File: src/rtl/t_ff_sr_decoder.sv
// rtl/t_ff_sr_decoder.sv - toggle-request to set/reset command converter with command FIFO
//
// Purpose:
//   Keeps a shadow copy of a T flip-flop's state and turns each accepted toggle
//   request into the equivalent S or R command. Commands are buffered in a
//   DEPTH-entry FIFO with valid/ready handshakes on the input and output sides.
//
// Configuration macro:
//   SR_EVENT_CNT_EN - when defined, adds the set_cnt / rst_cnt ports and their
//                     saturating pop counters. When undefined, they are absent.
//
// Parameters:
//   DEPTH     - command FIFO entries (power of two, >= 2)
//   CNT_W     - event counter width (used only with SR_EVENT_CNT_EN)
//
// Ports:
//   clk       - clock, rising edge
//   rst       - synchronous active-high reset
//   t         - toggle request bit of the input beat
//   t_valid   - input beat present
//   t_ready   - beat can be accepted (== !full)
//   s         - set command at FIFO head (0 when cmd_valid=0)
//   r         - reset command at FIFO head (0 when cmd_valid=0)
//   cmd_valid - FIFO non-empty
//   cmd_ready - downstream consumes the head command
//   q         - shadow state after all accepted toggles
//   qbar      - ~q
//   full      - FIFO holds DEPTH commands
//   set_cnt   - S commands popped, saturating (SR_EVENT_CNT_EN only)
//   rst_cnt   - R commands popped, saturating (SR_EVENT_CNT_EN only)

module t_ff_sr_decoder #(
  parameter int DEPTH = 4,
  parameter int CNT_W = 8
) (
  input  logic             clk,
  input  logic             rst,
  input  logic             t,
  input  logic             t_valid,
  output logic             t_ready,
  output logic             s,
  output logic             r,
  output logic             cmd_valid,
  input  logic             cmd_ready,
  output logic             q,
  output logic             qbar,
  output logic             full
`ifdef SR_EVENT_CNT_EN
  ,
  output logic [CNT_W-1:0] set_cnt,
  output logic [CNT_W-1:0] rst_cnt
`endif
);

  localparam int AW = $clog2(DEPTH);

  // Elaboration-time sanity checks on the parameters.
  if (DEPTH < 2 || (1 << AW) != DEPTH) begin : g_depth_check
    $error("DEPTH must be a power of two and at least 2");
  end
  if (CNT_W < 1) begin : g_cnt_w_check
    $error("CNT_W must be at least 1");
  end

  // Pointers carry one extra wrap bit so full and empty are distinguishable.
  logic [AW:0]      wr_ptr;
  logic [AW:0]      rd_ptr;
  // One bit per entry: 1 = S command, 0 = R command.
  logic [DEPTH-1:0] mem;
  logic             q_reg;

  logic             empty;
  logic             head;
  logic             accept;
  logic             push;
  logic             pop;

  // Status is derived only from registered pointers and storage, so no
  // combinational path exists from t_valid or cmd_ready to any output.
  always_comb begin
    empty = (wr_ptr == rd_ptr);
    full  = (wr_ptr[AW] != rd_ptr[AW]) && (wr_ptr[AW-1:0] == rd_ptr[AW-1:0]);
  end

  assign head      = mem[rd_ptr[AW-1:0]];
  assign cmd_valid = !empty;
  assign t_ready   = !full;
  assign s         = cmd_valid & head;
  assign r         = cmd_valid & ~head;
  assign q         = q_reg;
  assign qbar      = ~q_reg;

  // A pop in the same cycle as full does not open t_ready; the freed slot is
  // only offered once the read pointer has moved.
  assign accept = t_valid & t_ready;
  assign push   = accept & t;
  assign pop    = cmd_valid & cmd_ready;

  always_ff @(posedge clk) begin
    if (rst) begin
      wr_ptr <= '0;
      rd_ptr <= '0;
      mem    <= '0;
      q_reg  <= 1'b0;
    end else begin
      if (push) begin
        // Toggling from 0 needs a set; toggling from 1 needs a reset.
        mem[wr_ptr[AW-1:0]] <= ~q_reg;
        wr_ptr              <= wr_ptr + (AW+1)'(1);
        q_reg               <= ~q_reg;
      end
      if (pop) begin
        rd_ptr <= rd_ptr + (AW+1)'(1);
      end
    end
  end

`ifdef SR_EVENT_CNT_EN
  localparam logic [CNT_W-1:0] CNT_MAX = '1;

  always_ff @(posedge clk) begin
    if (rst) begin
      set_cnt <= '0;
      rst_cnt <= '0;
    end else if (pop) begin
      if (head && (set_cnt != CNT_MAX)) begin
        set_cnt <= set_cnt + CNT_W'(1);
      end
      if (!head && (rst_cnt != CNT_MAX)) begin
        rst_cnt <= rst_cnt + CNT_W'(1);
      end
    end
  end
`endif

endmodule
File: config.mk
export PLATFORM = sky130hd
export DESIGN_NAME = t_ff_sr_decoder
export DESIGN_NICKNAME = d
export VERILOG_FILES = /design/src/rtl/t_ff_sr_decoder.sv
export SDC_FILE = /design/constraint.sdc
export NUM_CORES = 1
export LEC_CHECK = 0
export CORE_MARGIN = 5
export CORE_UTILIZATION = 51
export DETAILED_ROUTE_END_ITERATION = 10
export PLACE_DENSITY = 0.87
export RECOVER_POWER = 50
export SLEW_MARGIN = 20
export SYNTH_ARGS = -nofsm -noshare
export SYNTH_HDL_FRONTEND = slang
export SYNTH_SLANG_ARGS = --single-unit
File: constraint.sdc
create_clock -name clk -period 2 [get_ports clk]
set_clock_uncertainty 0.2 [all_clocks]
set_input_delay 0.4 -clock clk [delete_from_list [all_inputs] [get_ports clk]]
set_output_delay 0.4 -clock clk [all_outputs]
set_load 0.01 [all_outputs]
After elaboration in Yosys (flattened, before gate mapping)
Cells that the tools add are included.
{"block": "classes", "add_sub_neg": 2, "order_cmp": 3, "n_eq_ne": 3, "n_mux": 5, "n_bitwise": 7, "n_reduce_logical": 4}
{"cell": "3-bit by 1-bit adder with 3-bit output (second input constant)", "count": 2}
{"cell": "2-bit by 3-bit less-than comparator with 1-bit output (second input constant)", "count": 2}
{"cell": "1-bit bitwise AND", "count": 5}
{"cell": "4-bit bitwise mux", "count": 1}
{"cell": "3-bit equality test", "count": 1}
{"cell": "1-bit binary-select mux with 2-bit select", "count": 1}
{"cell": "1-bit demux with 2-bit select", "count": 1}
{"cell": "2-bit equality test", "count": 1}
{"cell": "2-bit by 1-bit >= comparator with 1-bit output (second input constant)", "count": 1}
{"cell": "1-bit logical AND", "count": 2}
{"cell": "1-bit logical NOT", "count": 2}
{"cell": "1-bit two-way mux", "count": 2}
{"cell": "1-bit inverter", "count": 2}
{"cell": "1-bit != test", "count": 1}
{"block": "word_totals", "reg_bits": 11, "output_inout_bits": 7}

Logic depth before layout (Yosys ltp)
Gate-level depths: netlist (run 1).
{"block": "logic_depth", "depth_word": 5, "ltp_mapped": 5, "ltp_nobuf": 5}

Worst setup path before layout (run 1)
OpenSTA, ideal clock, no wires.
{"block": "synth_timing", "kind": "flip-flop to output port", "start": "reg rd_ptr[0]", "end": "out r", "t_arrival_ps": 1221, "setup_slack_ps": 179, "stages_incl_launch_ff": 3, "n_path_buf": 0, "path_cell_list": "dfxtp_1 mux4_2 a31oi_1"}
{"block": "synth_between", "elab_chain_len": 4, "word_cells_on_any_way": 6, "classes_between": "eq/ne (1); mux (2); bitwise (2); reduce/logical (1)"}
{"element": "start, declared", "line_no": "67", "text": "logic [AW:0] rd_ptr;"}
{"element": "start signal, assigned", "line_no": "113", "text": "rd_ptr <= rd_ptr + (AW+1)'(1);"}
{"element": "1-bit binary-select mux with 2-bit select", "line_no": "85", "text": "assign head = mem[rd_ptr[AW-1:0]];"}
{"element": "1-bit two-way mux (implied by the code)", "line_no": "85"}
{"element": "1-bit inverter", "line_no": "89", "text": "assign r = cmd_valid & ~head;"}
{"element": "1-bit bitwise AND (*)", "line_no": "89"}
{"element": "end, declared", "line_no": "42", "text": "output logic r,"}
Every way passes the cells marked *; elsewhere a longest branch is shown, timed or not. The select of a mux whose other input is x is not followed.

Final worst setup path (run 1)
Same ends and word-level chain as after synthesis.

==> reports/results.txt, run 1 <==
vias per std cell: 5.44
switching pwr: 0.244 mW
GRT Total Usage: 15.6%
Hold Buf Count CTS: 0
Comb power frac: 44.2%
minimum clock period: 2.06 ns
crit end category: output pin
drt pass-1 iters: 4
CP delay by family, top: multiplexers
boundary pin count: 12
largest net degree at the start of global routing: 9
Synth warnings: 0
max-cap viol count: 0
switch share: 33.3%
Syn Std Cell Area: 751 um2
Mapped Nets: 84
Place WS: -0.177 ns
share of power burned in registers: 35.2%
ant diodes: 0
fmax: 485 MHz
register area share after synthesis: 29.3%
initial DRC count: 15
cell internal pwr: 0.489 mW
Slowest-stage cell, CP: mux4_2
CP peak stage delay: 0.52 ns
Yosys cell types: 28
outcome: finished with violations
depth of the CTS H-tree: 1
Placer Congestion: 0.807
PortBufs: 11
final worst setup slack: -0.0625 ns
antenna viol nets, final: 0
critical path class: reg -> out
# setup viols final: 2
Placed Cells: 116
CP startpoint kind: flop
WP buf/inv: 1
Hold Vio Cnt, Final: 0
failing checks: negative setup slack
deepest clock path buffer count: 2
Via Count: 664
pwr dens: 685 mW/mm2
TNS Setup: -0.122 ns
Top reg by flops: mem
antenna violations before repair: 0
crit-path max FO: 2
total core area: 0.00135 mm2
Peak supply drop: 541 uV
Die Y-Extent: 48.4 um
Root Buffer: clkbuf_4
final wirelength: 1760 um
#FFs+latches synth: 11
GR Overflow Total: 0
share of layout cells above drive strength 1: 43.9%
fin cells: 122
fin crit share: 103%
Slew Viols, Final: 0
Routed WL per cell: 14.4 um
WP data arrival: 1.46 ns
critical-path cell list: mux4_2, a31oi_1, buf_2
Final Util: 79.2%
synth-to-layout area growth: 42.5%
CTS tree: done
Syn Inst Count: 74
Leakage Power: 0.455 nW
max reg flops: 4
top flop regs: mem x4, rd_ptr x3, wr_ptr x3
Mean Syn Cell Area: 10.1 um2
Post-DP HPWL: 1340 um
die width: 48.4 um
Die Area: 0.00234 mm2
Clock Latency Late Sink: 0.27 ns
Site Rows: 13
first-pass GRT wire length: 2880 um
Starting Density: 55.6%
clock transition at the registers of the reported paths: 0.08 ns
Hold Slack: 0.290 ns
Num Clock Sinks: 11
Rel. slew slack: 56.0%
share of power burned in the clock network: 20.6%
RSZ-0062 raised after global routing: yes
drt drc: 0
Nets: 118
Min-Delay Path Class: reg -> reg
CTS Buf Count: 3
vias in the first global route: 660
worst path required time: 1.40 ns
worst-margin pin slew: 0.658 ns
per-stage QoR:
step	instance area, um2	power, mW
after floorplan	751	0.399
after global placement	1000	0.547
after detailed placement	1000	0.559
after CTS	1080	0.730
after global routing	1070	0.778
final	1070	0.733
Yosys cell counts, drive strengths merged:
cell type | number | share of area [%]
a211o | 1 | 1.2
a31oi | 6 | 7.8
and2 | 1 | 0.83
and4bb | 1 | 1.7
clkbuf | 1 | 0.50
dfxtp | 11 | 29
ha | 5 | 8.3
inv | 5 | 2.5
mux2 | 3 | 5.5
mux2i | 7 | 9.3
mux4 | 1 | 3.0
nand2 | 1 | 0.50
nand2b | 9 | 7.5
nand3 | 5 | 3.3
nor2 | 4 | 2.0
nor2b | 2 | 1.7
nor3 | 1 | 0.67
o311ai | 1 | 1.2
o31a | 1 | 1.3
o31ai | 1 | 1.0
or2 | 1 | 0.83
xnor2 | 3 | 5.5
xor2 | 3 | 4.5
path summary, 6_finish.rpt:
check	start	end	slack, ns	cells after the start
worst min register to register	mem[1]	mem[1]	0.29	2
worst max-delay path	rd_ptr[0]	r	-0.06	3
worst min-delay path	mem[1]	mem[1]	0.29	2
worst max register to register	rd_ptr[2]	rd_ptr[0]	0.02	4
per-layer routing:
metal	up-vias	global-route usage (%)	share of wire, %
met2	15	26.1	49
met4	0	8.29	1.3
met1	318	17.8	45
li1	327	-	-
met3	4	4.28	4.8
met5	-	0	0
cells by family (layout without fill, tap and decap cells):
kind of cell	Yosys count	count (layout)	synth area share [%]
AO/OA/AOI/OAI	10	10	12.5
flip-flops	11	11	29.3
multiplexers	11	11	17.8
AND/OR/NAND/NOR	25	25	19.0
adder cells (fa/ha/maj)	5	5	8.33
buffers and inverters	6	39	3.00
XOR/XNOR	6	6	10.0
what timing repair did:
action | in CTS | in global routing
gates cloned | 0 | 0
pin swaps | 1 | 1
buffers inserted | 1 | 1
setup endpoints to repair | 5 | 3
gates resized for setup | 26 | 3
final cells by class:
cell class / instances / area (um2)
clock inverters: 1 / 5.00
repair buffers: 30 / 233
inverters: 5 / 18.8
flip-flops and latches: 11 / 225
well taps: 15 / 18.8
multi-input cells: 57 / 547
clock buffers: 3 / 22.5
fillers: 83 / 280
cell usage in the layout (no fill, tap or decap), types with 2 or more instances in the layout:
cell type,synthesis,routed
buf_4,0,17
nand2b_1,9,9
mux2i_1,7,7
dfxtp_1,11,7
clkdlybuf4s50_1,0,6
inv_1,5,5
ha_1,5,5
a31oi_1,4,4
nor2_1,4,4
nand3_1,5,4
dfxtp_2,0,4
clkbuf_4,0,3
buf_2,0,3
xnor2_2,2,2
xor2_2,1,2
nor2b_1,2,2
mux2_4,2,2
worst min-delay path, cell delays in order, from the launching register on:
cell and delay [ns]:
dfxtp_1 0.32, nand2b_1 0.06, mux2i_1 0.06
power groups by stage:
stage               registers (mW)  logic [mW]  clock network (mW)
floorplan                    0.264       0.135                   0
finish                       0.258       0.324               0.151
global placement             0.255       0.292                   0
CTS                          0.258       0.314               0.159
detailed placement           0.256       0.302                   0
global route                 0.260       0.347               0.171
(Power assumes the default switching activity.)
==> inputs of run 2 (changes only) <==
- CAP_MARGIN: default -> 10
- clock period: 2 -> 2.21 ns (I/O delays scaled with it)
==> run 2 against run 1 <==
  * Clock-buffer cell count up 1
  * Design area down 11%
  * Flip-flop and latch count unchanged
  * Worst hold slack worse by 0.015 ns
  * Cell count down 9.8%
  * The flow now finishes without violations
  * Sequential share of layout area up 2.5 points
  * First-iteration DRC count down 33%
  * Clock power down 11%
  * Critical path depth unchanged
  * Total power down 19%
  * Critical endpoint is now s
  * Die area unchanged
  * Largest cell class unchanged
  * Non-clock buffer count down 12
==> reports/results.txt, run 2 (synthesis gave the netlist of run 1 again) <==
vias per std cell: 5.38 (was 5.44)
Via Count: 592 (was 664)
CTS tree: done (unchanged)
antenna viol nets, final: 0 (unchanged)
reg2reg start: wr_ptr[2] (was rd_ptr[2])
Final Util: 70.9% (was 79.2%)
Post-DP HPWL: 1230 um (was 1340 um)
share of power burned in the clock network: 22.7% (was 20.6%)
hold path depth: 2 (unchanged)
commonest non-fill, non-tap cells in the layout: 9 x nand2b_1, 7 x mux2i_1, 7 x dfxtp_1 (was 17 x buf_4, 9 x nand2b_1, 7 x mux2i_1, 7 x dfxtp_1, 6 x clkdlybuf4s50_1)
Die Y-Extent: 48.4 um (unchanged)
CP peak stage delay: 0.51 ns (was 0.52 ns)
Nets: 106 (was 118)
final wirelength: 1580 um (was 1760 um)
CP delay by family, top: multiplexers (unchanged)
boundary pin count: 12 (unchanged)
Top reg by flops: mem (unchanged)
deepest clock path buffer count: 2 (unchanged)
ant diodes: 0 (unchanged)
switching pwr: 0.192 mW (was 0.244 mW)
Placer Congestion: 0.787 (was 0.807)
Clock Latency Late Sink: 0.26 ns (was 0.27 ns)
crit end category: output pin (unchanged)
HP Start: mem[1] (unchanged)
Total Power: 0.593 mW (was 0.733 mW)
most common cell after layout, fill and taps aside: nand2b_1 (was buf_4)
Hold Crit Endpoint: mem[1] (unchanged)
# setup viols final: 0 (was 2)
die width: 48.4 um (unchanged)
max-cap viol count: 0 (unchanged)
cell internal pwr: 0.401 mW (was 0.489 mW)
switch share: 32.4% (was 33.3%)
Hold Vio Cnt, Final: 0 (unchanged)
fin crit share: 96.9%
Rel. slew slack: 65.0% (was 56.0%)
Root Buffer: clkbuf_4 (unchanged)
critical path class: reg -> out (unchanged)
Routed WL per cell: 14.3 um (was 14.4 um)
total core area: 0.00135 mm2 (unchanged)
WP data arrival: 1.50 ns (was 1.46 ns)
RSZ-0062 raised after global routing: no (was yes)
Num Clock Sinks: 11 (unchanged)
PortBufs: 11 (unchanged)
WP buf/inv: 1 (unchanged)
Comb power frac: 38.1% (was 44.2%)
GR Overflow Total: 0 (unchanged)
CP startpoint kind: flop (unchanged)
share of power burned in registers: 39.2% (was 35.2%)
critical-path cell list: mux4_2, and2_1, clkdlybuf4s15_1 (was mux4_2, a31oi_1, buf_2)
drt pass-1 iters: 4 (unchanged)
TNS Setup: 0 ns (was -0.122 ns)
worst-margin pin slew: 0.522 ns (was 0.658 ns)
Min-Delay Path Class: reg -> reg (unchanged)
drt drc: 0 (unchanged)
first-pass GRT wire length: 2620 um (was 2880 um)
Slowest-stage cell, CP: mux4_2 (unchanged)
minimum clock period: 2.14 ns
pwr dens: 620 mW/mm2 (was 685 mW/mm2)
fmax: 467 MHz
share of layout cells above drive strength 1: 28.4% (was 43.9%)
r2r setup slk: 0.20 ns (was 0.02 ns)
fillers: 94 (was 83)
Leakage Power: 0.385 nW (was 0.455 nW)
top flop regs: mem x4, rd_ptr x3, wr_ptr x3 (unchanged)
GRT Total Usage: 14.3% (was 15.6%)
Site Rows: 13 (unchanged)
RR Endpoint: wr_ptr[0] (was rd_ptr[0])
crit-path max FO: 2 (unchanged)
initial DRC count: 10 (was 15)
post-CTS setup buffer count: 0 (was 1)
outcome: completed (was finished with violations)
Starting Density: 55.6% (unchanged)
Slew Viols, Final: 0 (unchanged)
synth-to-layout area growth: 27.5% (was 42.5%)
Die Area: 0.00234 mm2 (unchanged)
clock transition at the registers of the reported paths: 0.07 ns (was 0.08 ns)
depth of the CTS H-tree: 1 (unchanged)
max reg flops: 4 (unchanged)
Peak supply drop: 442 uV (was 541 uV)
antenna violations before repair: 0 (unchanged)
vias in the first global route: 564 (was 660)
CTS Buf Count: 3 (unchanged)
largest net degree at the start of global routing: 9 (unchanged)
worst path required time: 1.57 ns (was 1.40 ns)
R2R depth: 4 (unchanged)
==> run 2: cell types whose count changed in the layout (fill, tap and decap cells not counted), sizes merged <==
cell and delta:
buf -15, dlygate4sd2 +3, clkbuf +1, clkdlybuf4s50 -1, clkinv -1, dlygate4sd3 +1
==> run 2: repair_timing <==
action	CTS	global route
endpoints found under the setup margin	5	2
pin swaps	0	0
hold buffers	0	0
gates resized for setup	14	3
==> run 2: worst max-delay path by stage <==
stage / slack [ns] / to / depth (start not counted) / start
floorplan: 0.35 / r / 2 / rd_ptr[0]
global placement: 0.04 / r / 3 / rd_ptr[0]
detailed placement: 0.02 / r / 3 / rd_ptr[0]
CTS: 0.01 / s / 3 / rd_ptr[0]
global route: 0.02 / s / 3 / rd_ptr[0]
finish: 0.07 / s / 3 / rd_ptr[0]
==> run 2: final cells by class <==
class / instances / area (um2) / area share [%]
inverter: 5 / 18.8 / 1.96
tap: 15 / 18.8 / 1.96
sequential: 11 / 225 / 23.5
clock buffer: 4 / 26.3 / 2.75
multi-input combinational: 57 / 518 / 54.1
timing repair buffer: 18 / 150 / 15.7
==> run 2: power by group through the flow <==
stage | Clock, mW | Combinational, mW | Sequential (mW)
floorplan | 0 | 0.122 | 0.239
global placement | 0 | 0.229 | 0.232
detailed placement | 0 | 0.236 | 0.233
CTS | 0.140 | 0.234 | 0.233
global route | 0.147 | 0.245 | 0.235
finish | 0.135 | 0.226 | 0.232
==> run 2: worst register-to-register path: cells and delay by family (launching register included) <==
kind                      cells  cell delay (ns)
muxes                         1             0.37
DFF                           1             0.38
xor gates and xnor gates      1             0.45
buffers and inverters         1             0.18
AOI/OAI and AO/OA             1             0.32
==> run 2: per-stage QoR <==
step / hold WS [ns] / area (um2) / instances / setup WS (ns)
global placement: 0.261 / 928 / 106 / 0.0380
detailed placement: 0.265 / 928 / 106 / 0.0191
floorplan: 0.245 / 751 / 74 / 0.347
CTS: 0.280 / 992 / 110 / 0.0106
global route: 0.300 / 957 / 110 / 0.0235
finish: 0.275 / 957 / 110 / 0.0694
==> run 2: layer usage <==
metal	wire, um	share of wire, %	global-route usage [%]
met5	0	0	0
met4	12	0.76	8.29
met3	48	3.0	2.45
met2	769	49	22.6
met1	745	47	18.1
